===== src/rtl/nora_slv_master.sv =====
// rtl/nora_slv_master.sv - NORA slave register bus initiator: one command in, one timed bus access, one response out.
module nora_slv_master #(
    parameter int ACCESS_CYCLES = 4,
    parameter int GAP_CYCLES    = 1
) (
    input  logic       clk,
    input  logic       reset,
    input  logic       cmd_valid_i,
    output logic       cmd_ready_o,
    input  logic       cmd_rwn_i,
    input  logic [4:0] cmd_addr_i,
    input  logic [7:0] cmd_wdata_i,
    output logic       rsp_valid_o,
    input  logic       rsp_ready_i,
    output logic [7:0] rsp_rdata_o,
    output logic       rsp_wr_o,
    output logic [4:0] slv_addr_o,
    output logic [7:0] slv_datawr_o,
    output logic       slv_datawr_valid_o,
    output logic       slv_req_o,
    output logic       slv_rwn_o,
    input  logic [7:0] slv_datard_i,
    output logic       busy_o
);
    localparam int AC_C  = (ACCESS_CYCLES < 2) ? 2 : ((ACCESS_CYCLES > 15) ? 15 : ACCESS_CYCLES);
    localparam int GAP_C = (GAP_CYCLES < 0) ? 0 : ((GAP_CYCLES > 7) ? 7 : GAP_CYCLES);
    // Terminal counts: ACCESS lasts AC_C-1 cycles, the strobe cycle follows.
    localparam logic [3:0] ACC_LAST = 4'(AC_C - 2);
    localparam logic [3:0] GAP_LAST = 4'((GAP_C > 0) ? (GAP_C - 1) : 0);

    typedef enum logic [2:0] {
        S_IDLE,
        S_ACCESS,
        S_STROBE,
        S_RESP,
        S_GAP
    } state_t;

    state_t     state_q, state_d;
    logic [3:0] cnt_q, cnt_d;
    logic [4:0] addr_q, addr_d;
    logic [7:0] wdata_q, wdata_d;
    logic       rwn_q, rwn_d;
    logic [7:0] rdata_q, rdata_d;

    function automatic logic [3:0] sat_inc(input logic [3:0] v);
        return (v == 4'hF) ? v : (v + 4'd1);
    endfunction

    always_ff @(posedge clk or posedge reset) begin
        if (reset) begin
            state_q <= S_IDLE;
            cnt_q   <= 4'd0;
            addr_q  <= 5'd0;
            wdata_q <= 8'd0;
            rwn_q   <= 1'b1;
            rdata_q <= 8'd0;
        end else begin
            state_q <= state_d;
            cnt_q   <= cnt_d;
            addr_q  <= addr_d;
            wdata_q <= wdata_d;
            rwn_q   <= rwn_d;
            rdata_q <= rdata_d;
        end
    end

    always_comb begin
        state_d            = state_q;
        cnt_d              = cnt_q;
        addr_d             = addr_q;
        wdata_d            = wdata_q;
        rwn_d              = rwn_q;
        rdata_d            = rdata_q;
        cmd_ready_o        = 1'b0;
        rsp_valid_o        = 1'b0;
        rsp_wr_o           = 1'b0;
        slv_req_o          = 1'b0;
        slv_datawr_valid_o = 1'b0;
        slv_rwn_o          = 1'b1;
        case (state_q)
            S_IDLE: begin
                // Gated by reset so the handshake reads 0 while reset is held.
                cmd_ready_o = ~reset;
                if (cmd_valid_i) begin
                    addr_d  = cmd_addr_i;
                    wdata_d = cmd_wdata_i;
                    rwn_d   = cmd_rwn_i;
                    cnt_d   = 4'd0;
                    state_d = S_ACCESS;
                end
            end
            S_ACCESS: begin
                slv_req_o = 1'b1;
                slv_rwn_o = rwn_q;
                if (cnt_q >= ACC_LAST) begin
                    cnt_d   = 4'd0;
                    state_d = S_STROBE;
                end else begin
                    cnt_d = sat_inc(cnt_q);
                end
            end
            S_STROBE: begin
                slv_req_o          = 1'b1;
                slv_datawr_valid_o = 1'b1;
                slv_rwn_o          = rwn_q;
                rdata_d            = rwn_q ? slv_datard_i : 8'h00;
                state_d            = S_RESP;
            end
            S_RESP: begin
                rsp_valid_o = 1'b1;
                rsp_wr_o    = ~rwn_q;
                if (rsp_ready_i) begin
                    cnt_d   = 4'd0;
                    state_d = (GAP_C == 0) ? S_IDLE : S_GAP;
                end
            end
            S_GAP: begin
                if (cnt_q >= GAP_LAST) begin
                    cnt_d   = 4'd0;
                    state_d = S_IDLE;
                end else begin
                    cnt_d = sat_inc(cnt_q);
                end
            end
            default: begin
                cnt_d   = 4'd0;
                state_d = S_IDLE;
            end
        endcase
    end

    assign slv_addr_o   = addr_q;
    assign slv_datawr_o = wdata_q;
    assign rsp_rdata_o  = rdata_q;
    assign busy_o       = (state_q != S_IDLE);

endmodule

===== config.mk =====
export PLATFORM = sky130hd
export DESIGN_NAME = nora_slv_master
export DESIGN_NICKNAME = d
export VERILOG_FILES = /design/src/rtl/nora_slv_master.sv
export SDC_FILE = /design/constraint.sdc
export NUM_CORES = 1
export LEC_CHECK = 0
export CAP_MARGIN = 20
export CORE_MARGIN = 3
export CORE_UTILIZATION = 35
export CTS_CLUSTER_SIZE = 24
export DETAILED_ROUTE_END_ITERATION = 10
export GPL_TIMING_DRIVEN = 0
export PLACE_DENSITY = 0.68
export SLEW_MARGIN = 5
export SYNTH_ARGS = -nofsm -noshare
export SYNTH_HDL_FRONTEND = slang
export SYNTH_SLANG_ARGS = --single-unit

===== constraint.sdc =====
create_clock -name clk -period 2.8 [get_ports clk]
set_clock_uncertainty 0.15 [all_clocks]
set_input_delay 0.56 -clock clk [delete_from_list [all_inputs] [get_ports clk]]
set_output_delay 0.56 -clock clk [all_outputs]
set_load 0.005 [all_outputs]

==> impl_results.md <==
- Status: finished clean
- Yosys cell types: 31
- Clock network latency to the later pin of the worst-skew pair: 0.28 ns
- Number of synthesized flops with an enable pin: 0
- Synthesized area per cell: 12.4 µm²
- Crit-path cells: clkbuf_2 > or3b_4 > buf_4 > inv_1 > clkdlybuf4s50_1
- Crit path max fanout: 10
- Power Density: 1010 mW/mm²
- Non-filler cells, final: 212
- Syn nets: 133
- GRT Util Overall: 0.140
- Cell total after placement: 204
- CTS tree: built
- Antenna-violating nets left: 0
- CTS sink count: 29
- Fraction of registers with async set/reset: 1.00
- Final Util: 0.577
- Register bit total from synthesis: 29
- Final RePlAce weighted congestion: 0.699
- Hold Path Sink: rsp_rdata_o[3]$_DFFE_PP0N_
- Ranking of synthesized cells by area: dfrtp_1 54%, mux2_4 12%, nand2_1 4.6%
- Cell taking the most area after synthesis: dfrtp_1
- Max transition margin: 0.628
- Crit path kind: flop to output pin
- Final min period: 2.66 ns
- Post-DP HPWL: 2080 µm
- CP endpoint kind: output pin
- Remaining Overflow, GRT: 0
- Clock Tree Root: clkbuf_8
- Routed len/inst: 13.1 µm
- Initial antenna violation count: 0
- ANT cells: 0
- DRT Wirelength: 2770 µm
- Die height: 66.9 µm
- H-tree Lvls: 2
- Final Max Tran Viols: 0
- F_max: 0.376 GHz
- Main flop type after synthesis: dfrtp_1
- Slowest CP cell: clkdlybuf4s50_1
- Number of global-route vias before repair: 945
- Iter 0 DRT Violations: 23
- Area grow syn2layout: 52.9%
- Fin Hold WS: 0.339 ns
- DR vias/cell: 4.45
- Reg-to-Reg End: slv_datawr_o[2]$_DFFE_PP0P_
- Reg-to-reg critical path startpoint: state_q[2]$_DFFE_PP0P_
- RSZ-0062 raised after global routing: no
- Critical path startpoint category: flop
- Routed vias: 944
- Synth Instances: 105
- Mapped Area: 0.00130 mm²
- I/O pin count: 54
- Die Wd: 66.9 µm
- Worst Max-Slew Pin Slew: 0.557 ns
- CTS buffer count: 5
- Final-report setup violation count: 0
- Pre-antenna DRT Iters: 3
- DRC Markers: 0
- Share of the synthesized area in the top cell type: 0.540
- DIE AREA: 0.00447 mm²
- FF-to-FF path depth: 4
- Site Rows: 21
- Worst Path Arrival: 1.95 ns
- Flop2flop setup slack: 1.00 ns
- Max VDD drop: 0.406 mV
- Port Buffers: 53
- Synth warnings: 0
- Required time of the critical path: 2.09 ns
- Max-capacitance violation count: 0
- Largest net degree at the start of global routing: 30
- Crit-path max cell delay: 0.48 ns
- Pleak: 0.897 nW
- First-pass GRT wire length: 4520 µm
- Commonest non-fill, non-tap cell in the layout: clkdlybuf4s50_1
- Clock transition at path regs: 0.06 ns
- Core area: 0.00344 mm²
- Longest Clk Path Bufs: 2
- Ratio of cells with drive above 1 in the final layout: 0.205
- Worst Hold Depth: 2
- Initial Util: 0.377
- Final Hold Vio Count: 0
- Post-Route Setup TNS: 0 ns
- Seq/Total Area, Yosys: 0.560
- Crit share post-route: 0.950
- Min-Delay Path Class: flop to flop
- Commonest non-fill, non-tap cells in the layout: 53 x clkdlybuf4s50_1, 28 x dfrtp_1, 16 x nand2_1
- Layout Nets: 193
- Min-Delay Startpoint: rsp_rdata_o[3]$_DFFE_PP0N_
[registers in the layout, indices dropped and copies added (netlist names)]
register	flops
rsp_rdata_o	8
slv_addr_o	5
state_q	3
rwn_q	1
cnt_q	4
slv_datawr_o	8
[synthesized netlist by cell type, types with 2 or more instances]
library cell,number
a22o_1,2
and2_1,2
and3_1,2
clkbuf_1,2
dfrtp_1,28
ha_1,2
inv_1,5
mux2_2,5
mux2_4,10
nand2_1,16
nor2_1,4
o21ai_0,8
[final cells by class]
| class | instances | area, µm² |
|---|---|---|
| clock buffer | 6 | 72.6 |
| fill | 294 | 1460 |
| timing repair buffer | 54 | 546 |
| inverter | 5 | 18.8 |
| clock inverter | 2 | 10.0 |
| tap | 46 | 57.6 |
| sequential | 29 | 727 |
| multi-input combinational | 66 | 517 |
| buffer | 4 | 36.3 |
[critical path: cells and delay by family, from the launching register on]
kind          cells  cell delay, ns
buf+inv           4            0.88
flops             1            0.35
simple gates      1            0.43
[per-stage QoR]
| step | instance area (µm²) | setup WS [ns] | total power (W) |
|---|---|---|---|
| after floorplan | 1300 | 0.887 | 0.00119 |
| after global placement | 1890 | 0.311 | 0.00167 |
| after detailed placement | 1890 | 0.283 | 0.00169 |
| after CTS | 1970 | 0.0350 | 0.00203 |
| after global routing | 1980 | 0.0489 | 0.00215 |
| final | 1980 | 0.139 | 0.00200 |
[power breakdown]
part	internal [W]	total, W	switching, W
logic	0.000640	0.000988	0.000348
registers	0.000595	0.000690	0.0000954
clock network	0.000172	0.000326	0.000154
[worst max-delay path by stage]
| stage | startpoint | to | slack (ns) | cells after the start |
|---|---|---|---|---|
| 2_1_floorplan | state_q[0]$_DFFE_PP0P_ | slv_datawr_valid_o | 0.89 | 5 |
| 3_3_place_gp | state_q[0]$_DFFE_PP0P_ | slv_datawr_valid_o | 0.31 | 6 |
| 3_5_place_dp | state_q[0]$_DFFE_PP0P_ | slv_datawr_valid_o | 0.28 | 6 |
| 4_1_cts | state_q[0]$_DFFE_PP0P_ | slv_datawr_valid_o | 0.04 | 5 |
| 5_1_grt | state_q[0]$_DFFE_PP0P_ | slv_datawr_valid_o | 0.05 | 5 |
| 6_report | state_q[0]$_DFFE_PP0P_ | slv_datawr_valid_o | 0.14 | 5 |
[cell families (layout without fill, tap and decap cells)]
logic type,after synthesis,after routing,share of synthesized area
AO/OA/AOI/OAI,15,15,0.0723
XOR/XNOR,1,1,0.00675
adder cells (fa/ha/maj),2,2,0.0193
buffers and inverters,10,71,0.0434
flip-flops,29,29,0.560
multiplexers,15,15,0.159
AND/OR/NAND/NOR,33,33,0.139
[what timing repair did]
action / in CTS / in global routing
hold endpoints to repair: 0 / 0
setup buffers: 0 / 0
setup endpoints to repair: 1 / 1
gates resized for setup: 1 / 1
hold buffers: 0 / 0
[routing by layer]
| metal | up-vias | share of wire | GRT usage |
|---|---|---|---|
| met2 | 32 | 0.45 | 0.205 |
| li1 | 472 | - | - |
| met5 | - | 0 | 0 |
| met1 | 435 | 0.43 | 0.169 |
| met3 | 5 | 0.088 | 0.0691 |
| met4 | 0 | 0.022 | 0.0684 |
Note: power is estimated with default switching activity, not from simulation.
